[src/rtl/delay_probe_pkg.sv]
// rtl/delay_probe_pkg.sv - shared types and constants for the delay-line probe
package delay_probe_pkg;

  typedef enum logic [1:0] {
    IDLE  = 2'd0,
    RUN   = 2'd1,
    WIDTH = 2'd2,
    DONE  = 2'd3
  } state_e;

  localparam int SYNC_STAGES = 2;

  // All-ones value of a w-bit counter, reported as the latency on timeout.
  function automatic logic [31:0] lat_all_ones(input int w);
    logic [32:0] one_hot;
    one_hot = 33'd1 << w;
    return 32'(one_hot - 33'd1);
  endfunction

endpackage

[src/rtl/probe_sync.sv]
// rtl/probe_sync.sv - two-flop synchronizer for the returned probe, resets to the line idle level (1)
module probe_sync
  import delay_probe_pkg::*;
(
  input  logic clk,
  input  logic rst_n,
  input  logic d,
  output logic q
);

  logic [SYNC_STAGES-1:0] sync_q;
  logic [SYNC_STAGES-1:0] sync_d;

  always_comb begin
    sync_d = {sync_q[SYNC_STAGES-2:0], d};
  end

  always_ff @(posedge clk) begin
    if (!rst_n) begin
      sync_q <= '1;
    end else begin
      sync_q <= sync_d;
    end
  end

  assign q = sync_q[SYNC_STAGES-1];

endmodule

[src/rtl/delay_line_probe.sv]
// rtl/delay_line_probe.sv - launches a low test pulse into the delay line and measures latency and returned width
// DELAY_PROBE_SYNC_EN: synchronize probe_in through probe_sync and subtract its two cycles from the latency.
module delay_line_probe
  import delay_probe_pkg::*;
#(
  parameter int CNT_W     = 8,
  parameter int TIMEOUT   = 255,
  parameter int PULSE_LEN = 4
) (
  input  logic             clk,
  input  logic             rst_n,
  input  logic             start,
  output logic             probe_out,
  input  logic             probe_in,
  output logic             busy,
  output logic             done,
  output logic [CNT_W-1:0] latency,
  output logic             timeout,
  output logic             err
);

  localparam logic [CNT_W-1:0] TIMEOUT_C = CNT_W'(TIMEOUT);
  localparam logic [CNT_W-1:0] PULSE_C   = CNT_W'(PULSE_LEN);
  localparam logic [CNT_W-1:0] LAT_ONES  = CNT_W'(lat_all_ones(CNT_W));

  state_e           state_q, state_d;
  logic [CNT_W-1:0] lat_cnt_q, lat_cnt_d;
  logic [CNT_W-1:0] pulse_cnt_q, pulse_cnt_d;
  logic [CNT_W-1:0] wid_cnt_q, wid_cnt_d;
  logic             probe_out_q, probe_out_d;
  logic             busy_q, busy_d;
  logic             done_q, done_d;
  logic [CNT_W-1:0] latency_q, latency_d;
  logic             timeout_q, timeout_d;
  logic             err_q, err_d;
  logic             line_in;
  logic [CNT_W-1:0] lat_comp;
  logic [CNT_W-1:0] pulse_nxt;

`ifdef DELAY_PROBE_SYNC_EN
  probe_sync u_probe_sync (
    .clk   (clk),
    .rst_n (rst_n),
    .d     (probe_in),
    .q     (line_in)
  );

  // The synchronizer adds its own stages to every raw count; remove them, floored at 0.
  always_comb begin
    lat_comp = (lat_cnt_q >= CNT_W'(SYNC_STAGES)) ? (lat_cnt_q - CNT_W'(SYNC_STAGES)) : '0;
  end
`else
  assign line_in = probe_in;

  always_comb begin
    lat_comp = lat_cnt_q;
  end
`endif

  always_comb begin
    pulse_nxt = (pulse_cnt_q < PULSE_C) ? (pulse_cnt_q + 1'b1) : pulse_cnt_q;
  end

  always_comb begin
    state_d     = state_q;
    lat_cnt_d   = lat_cnt_q;
    pulse_cnt_d = pulse_cnt_q;
    wid_cnt_d   = wid_cnt_q;
    probe_out_d = probe_out_q;
    latency_d   = latency_q;
    timeout_d   = timeout_q;
    err_d       = err_q;

    case (state_q)
      IDLE: begin
        probe_out_d = 1'b1;
        if (start) begin
          if (!line_in) begin
            state_d   = DONE;
            err_d     = 1'b1;
            latency_d = '0;
            timeout_d = 1'b0;
          end else begin
            state_d     = RUN;
            lat_cnt_d   = '0;
            pulse_cnt_d = '0;
            wid_cnt_d   = '0;
            probe_out_d = 1'b0;
          end
        end
      end

      RUN: begin
        pulse_cnt_d = pulse_nxt;
        probe_out_d = (pulse_nxt >= PULSE_C);
        if (!line_in) begin
          wid_cnt_d = CNT_W'(1);
          state_d   = WIDTH;
        end else if (lat_cnt_q == TIMEOUT_C) begin
          timeout_d   = 1'b1;
          latency_d   = LAT_ONES;
          err_d       = 1'b0;
          probe_out_d = 1'b1;
          state_d     = DONE;
        end else begin
          lat_cnt_d = lat_cnt_q + 1'b1;
        end
      end

      // lat_cnt is frozen here and holds the captured latency.
      WIDTH: begin
        pulse_cnt_d = pulse_nxt;
        probe_out_d = (pulse_nxt >= PULSE_C);
        if (line_in) begin
          err_d       = (wid_cnt_q != PULSE_C);
          latency_d   = lat_comp;
          timeout_d   = 1'b0;
          probe_out_d = 1'b1;
          state_d     = DONE;
        end else if (wid_cnt_q == TIMEOUT_C) begin
          err_d       = 1'b1;
          latency_d   = lat_comp;
          timeout_d   = 1'b0;
          probe_out_d = 1'b1;
          state_d     = DONE;
        end else begin
          wid_cnt_d = wid_cnt_q + 1'b1;
        end
      end

      DONE: begin
        probe_out_d = 1'b1;
        state_d     = IDLE;
      end

      default: begin
        probe_out_d = 1'b1;
        state_d     = IDLE;
      end
    endcase

    busy_d = (state_d != IDLE);
    done_d = (state_d == DONE);
  end

  always_ff @(posedge clk) begin
    if (!rst_n) begin
      state_q     <= IDLE;
      lat_cnt_q   <= '0;
      pulse_cnt_q <= '0;
      wid_cnt_q   <= '0;
      probe_out_q <= 1'b1;
      busy_q      <= 1'b0;
      done_q      <= 1'b0;
      latency_q   <= '0;
      timeout_q   <= 1'b0;
      err_q       <= 1'b0;
    end else begin
      state_q     <= state_d;
      lat_cnt_q   <= lat_cnt_d;
      pulse_cnt_q <= pulse_cnt_d;
      wid_cnt_q   <= wid_cnt_d;
      probe_out_q <= probe_out_d;
      busy_q      <= busy_d;
      done_q      <= done_d;
      latency_q   <= latency_d;
      timeout_q   <= timeout_d;
      err_q       <= err_d;
    end
  end

  assign probe_out = probe_out_q;
  assign busy      = busy_q;
  assign done      = done_q;
  assign latency   = latency_q;
  assign timeout   = timeout_q;
  assign err       = err_q;

endmodule

[config.mk]
export PLATFORM = sky130hd
export DESIGN_NAME = delay_line_probe
export DESIGN_NICKNAME = d
export VERILOG_FILES = /design/src/rtl/delay_probe_pkg.sv /design/src/rtl/probe_sync.sv /design/src/rtl/delay_line_probe.sv
export SDC_FILE = /design/constraint.sdc
export NUM_CORES = 1
export LEC_CHECK = 0
export BUFFER_PORTS_ARGS = -buffer_cell sky130_fd_sc_hd__clkbuf_2
export CORE_MARGIN = 2
export CORE_UTILIZATION = 58
export DETAILED_ROUTE_END_ITERATION = 8
export PLACE_DENSITY = 0.78
export SLEW_MARGIN = 10
export SYNTH_ARGS = -nofsm -noshare
export SYNTH_HDL_FRONTEND = slang
export SYNTH_SLANG_ARGS = --single-unit
[constraint.sdc]
create_clock -name clk -period 2.4 [get_ports clk]
set_input_delay 0.48 -clock clk [delete_from_list [all_inputs] [get_ports clk]]
set_output_delay 0.48 -clock clk [all_outputs]
set_load 0.1 [all_outputs]
== Word-level counts from Yosys, hierarchy flattened ==
Index checks and enable logic that the tools add are counted.

* Register bits after elaboration: 39
* Input bits: 4
* Output and inout port bits: 13
* Word-level logic and storage cells: 88

* Add/subtract/negate cells: 3
* $lt $le $gt $ge: 2
* Equality and inequality tests: 17
* Multiplexer cells: 46
* Reduce and logical (&&, ||, !) cells: 10

{| class="wikitable"
|+ Operators by type and width
! cell !! number
|-
| $mux W8 || 14
|-
| $pmux W8 S3 || 2
|-
| $pmux W8 S2 || 2
|-
| $add A8 B1 Y8 const B || 3
|-
| $mux W1 || 18
|-
| $ne A2 B2 Y1 const B || 9
|-
| $eq A8 B8 Y1 const B || 2
|-
| $mux W2 || 6
|-
| $reduce_and A6 Y1 || 2
|-
| $ge A8 B3 Y1 const B || 1
|-
| $lt A8 B3 Y1 const B || 1
|-
| $ne A8 B3 Y1 const B || 1
|-
| $pmux W2 S4 || 1
|-
| $eq A2 B2 Y1 const B || 3
|-
| $pmux W1 S3 || 2
|-
| $reduce_bool A2 Y1 || 3
|-
| $reduce_and A5 Y1 || 1
|-
| $pmux W1 S4 || 1
|-
| $ne A3 B3 Y1 const B || 1
|-
| $reduce_and A3 Y1 || 1
|-
| $reduce_bool A3 Y1 || 1
|-
| $eq A2 B1 Y1 const B || 1
|-
| $logic_not A2 Y1 || 1
|-
| $reduce_or A2 Y1 || 1
|}

== Longest topological paths before layout ==
* Depth in word-level cells: 6
* Gate-level depth with buffers: 7
* Mapped depth without buffers: 6

== Least setup slack after synthesis ==
OpenSTA, ideal clock, no wires.

* Path kind: register -> register
* Start: reg state_q[1]
* End: reg wid_cnt_q[0]
* Setup time: 71 ps
* Arrival: 1,895 ps
* Required time: 2,329 ps
* Path slack: 435 ps
* Stages on the path, launching flop included: 7
* Buffers on the path: 0
* Clock period less this slack: 1,965 ps
* Path through: dfxtp_1 -> inv_1 -> ha_1 -> or2_4 -> a221o_1 -> or4_1 -> a21oi_1

* Cells in the longest elaborated chain, start to end: 3
* Elaborated cells on any way between the ends: 11
* Classes of those cells: 7 x eq/ne; 1 x mux; 3 x reduce/logical

{| class="wikitable"
|+ RTL lines
! element !! RTL line !! RTL
|-
| from (decl) || delay_line_probe.sv:26 || <nowiki>state_e state_q, state_d;</nowiki>
|-
| from (signal assigned) || delay_line_probe.sv:159 || <nowiki>state_q <= state_d;</nowiki>
|-
| $eq A2 B2 Y1, or another cell as far along || delay_line_probe.sv:74 || <nowiki>case (state_q)</nowiki>
|-
| $ne A2 B2 Y1 (no line) / $reduce_bool A3 Y1 (equally long branches) || -- ||
|-
| $reduce_and A6 Y1 (no line) || -- ||
|-
| to (signal assigned) || delay_line_probe.sv:162 || <nowiki>wid_cnt_q <= wid_cnt_d;</nowiki>
|-
| to (decl) || delay_line_probe.sv:29 || <nowiki>logic [CNT_W-1:0] wid_cnt_q, wid_cnt_d;</nowiki>
|}

Several ways; a longest one is shown, not always the timed one.
A chain may end at the register's enable or synchronous reset.

== Worst setup path after layout ==
Ends and elaborated chain as after synthesis.

==> reports/results.tsv <==
stage	metric	value	unit
sta	slew_violations	0	
logic_synthesis	synth.yosys.warnings	0	
setup_path	r2r_slack	0.31	ns
job	drv_cap	0	
placed_design	dp_hpwl	2914	µm
layout	antennaDiodeCount	0	
setup_path	worstSetupEndpointType	register	
routing	finalWirelength	4146	µm
placed_design	io_buffer_count	16	
sta	max_freq	479.5	MHz
grt	grt_pass1_wl	7438	µm
die	initial_core_util	0.6003	
routing	ant_nets	0	
clock_network	postCtsSetupBuffers	0	
sta	period_needed	2.086	ns
grt	global_route.usage.total	0.2342	
sta	min_period_over_period	0.8690	
logic_synthesis	yosys_most_used_dff	dfxtp_1	
setup_path	cp_slowest_cell	or4_1	
die	num_io_pins	17	
layout	nets	266	
routing	via_count	1734	
placed_design	gp_routability_congestion	0.8983	
logic_synthesis	ys_types	44	
grt	grt_max_degree	21	
layout	multiInputGateArea	1139	µm²
clock_network	clk_latency	0.35	ns
clock_network	root_buffer	clkbuf_4	
setup_path	critPathMaxFanout	7	
logic_synthesis	synthTopCellsByArea	dfxtp_1 (39%), mux2i_1 (6.0%), a21oi_1 (5.7%), ha_1 (5.0%), nand2_1 (4.3%)	
die	fp.dieArea	3940	µm²
grt	antenna_found_initial	0	
pwr	power	1.666	mW
setup_path	crit_arrival	2.37	ns
die	core.rowCount	21	
setup_path	cp.required	2.69	ns
pwr	power.density_cell_area	743.5	nW/µm²
clock_network	clkTransAtPathRegs	0.12	ns
layout	regArea	780.7	µm²
logic_synthesis	syn_nets	245	
worst_hold_path	hold_class	reg2reg	
sta	finalSetupViolations	0	
routing	drt_iter0_drc	188	
setup_path	cp-start-kind	register	
routing	vias_per_cell	5.761	
layout	nFillCells	272	
clock_network	cts.sinks	39	
setup_path	crit_type	reg2reg	
sta	worstMarginPinSlew	0.6483	ns
pwr	peakVddDrop	0.5481	mV
die	die_w	62.77	µm
outcome	status	finished, final reports clean	
logic_synthesis	synth_edf_count	0	
sta	fin_skew	0.01173	ns
logic_synthesis	yosysTopAreaCell	dfxtp_1	
clock_network	cts.repair.resized	0	
sta	max_slew_margin	0.5649	
logic_synthesis	synthArstFlopShare	0	
logic_synthesis	ys_ff_latch	39	
placed_design	place_area	2155	µm²
layout	drive_gt1_frac	0.1451	
die	core-area	3337	µm²
routing	drt_pass1_iterations	4	
die	die_h	62.77	µm
layout	finish.utilization	0.6715	
grt	grt_pass1_vias	1646	
clock_network	cts_tree	yes	
clock_network	ctsHoldBuffers	0	
logic_synthesis	yosys.area.top_type_share	0.3898	
sta	finalHoldViolCount	0	
pwr	p_leak	0.8492	nW
clock_network	clock_path_buffers	2	
sta	tns	0	ns
sta	rsz0062_at_grt	no	
layout	area_growth	11.87	%
clock_network	cts_buffers	5	
logic_synthesis	syn_avg_cell_area	8.597	µm²
logic_synthesis	syn_area	2003	µm²
layout	design_area	2241	µm²
routing	drc_errors	0	
logic_synthesis	syn_inst	233	
logic_synthesis	synth_seq_area_share	0.3898	
grt	overflow	0	
setup_path	path_cells	inv_1 > ha_1 > or2_4 > a221o_1 > or4_1 > a21oi_1	
setup_path	max_stage_delay	0.51	ns
clock_network	cts_htree_levels	2	
routing	post_drt_wl_per_cell	13.77	µm
[routing by layer]
layer | routed length, µm | track usage | share of wire
met5 | 0 | 0 | 0
met4 | 98 | 0.1028 | 0.024
met3 | 204 | 0.04324 | 0.049
met2 | 1841 | 0.3723 | 0.44
met1 | 2001 | 0.3109 | 0.48
[flip-flops by register name (all words and copies together), names as in the netlist]
signal,flops
busy,1
done,1
err,1
lat_cnt_q,8
latency,8
probe_out,1
pulse_cnt_q,8
state_q,2
timeout,1
wid_cnt_q,8
[final timing paths]
kind,from,endpoint,cells past startpoint
setup / recovery,state_q[1],wid_cnt_q[0],6
hold / removal,pulse_cnt_q[5],pulse_cnt_q[5],1
setup reg to reg,state_q[1],wid_cnt_q[0],6
hold reg to reg,pulse_cnt_q[5],pulse_cnt_q[5],1
[area by class of cell]
| cell class | count | area share |
|---|---|---|
| multi-input cells | 173 | 0.5081 |
| clock inverters | 2 | 0.01563 |
| repair buffers | 23 | 0.05918 |
| well taps | 46 | 0.02568 |
| inverters | 12 | 0.02010 |
| flip-flops and latches | 39 | 0.3484 |
| clock buffers | 6 | 0.02289 |
[through the flow]
step	hold slack [ns]	setup slack [ns]	std cells
5_1_grt	0.4804	0.1431	301
6_report	0.4656	0.3145	301
3_5_place_dp	0.4347	0.3455	293
4_1_cts	0.4671	0.3157	301
3_3_place_gp	0.4342	0.3862	293
2_1_floorplan	0.4205	0.4345	233
[power breakdown]
part | internal, mW | switching [mW] | leakage, nW | total, mW
combinational | 0.157 | 0.342 | 0.485 | 0.499
sequential | 0.682 | 0.0209 | 0.316 | 0.702
clock | 0.246 | 0.218 | 0.0482 | 0.464
total | 1.08 | 0.582 | 0.849 | 1.67
[cells by family after synthesis]
| group | Yosys count | synth area share |
|---|---|---|
| buffers and inverters | 21 | 0.04185 |
| DFF | 39 | 0.3898 |
| adders and majority gates | 8 | 0.04997 |
| AOI/OAI and AO/OA | 62 | 0.2086 |
| and+or+nand+nor | 88 | 0.2355 |
| muxes | 13 | 0.06559 |
| xor gates and xnor gates | 2 | 0.008746 |
[synth_stat cells (2+ instances only)]
cell type and n:
or4b_1 3, a31oi_1 2, buf_2 4, a21oi_1 23, nand2b_1 4, or4_1 7, o21ai_0 12, o31ai_1 6
inv_1 11, nor2_1 13, o41ai_1 2, and2_1 6, and3_1 2, nand4_1 3, ha_1 8, o221a_1 4
a211oi_1 2, nand2_1 23, dfxtp_1 39, or3_1 2, mux2i_1 12, nor3_1 7, nand3_1 10, nor4_1 3
clkbuf_1 5, o211ai_1 2
[cell usage in the layout (no fill, tap or decap), types with 5 or more instances in the layout]
cell type,n
mux2i_1,12
ha_1,8
nand2_1,23
or4_1,7
a21oi_1,23
nand3_1,10
nor2_1,13
clkbuf_4,5
and2_1,6
nor3_1,7
o31ai_1,6
inv_1,11
o21ai_0,12
clkbuf_2,16
dfxtp_1,39
buf_4,7
[critical path: cells and delay by family, from the launching register on]
kind | cells | cell delay, ns
DFF | 1 | 0.40
and+or+nand+nor | 2 | 0.79
buffers and inverters | 1 | 0.09
AOI/OAI and AO/OA | 2 | 0.55
adders and majority gates | 1 | 0.20
No activity file was read; power rests on OpenSTA's default activity.
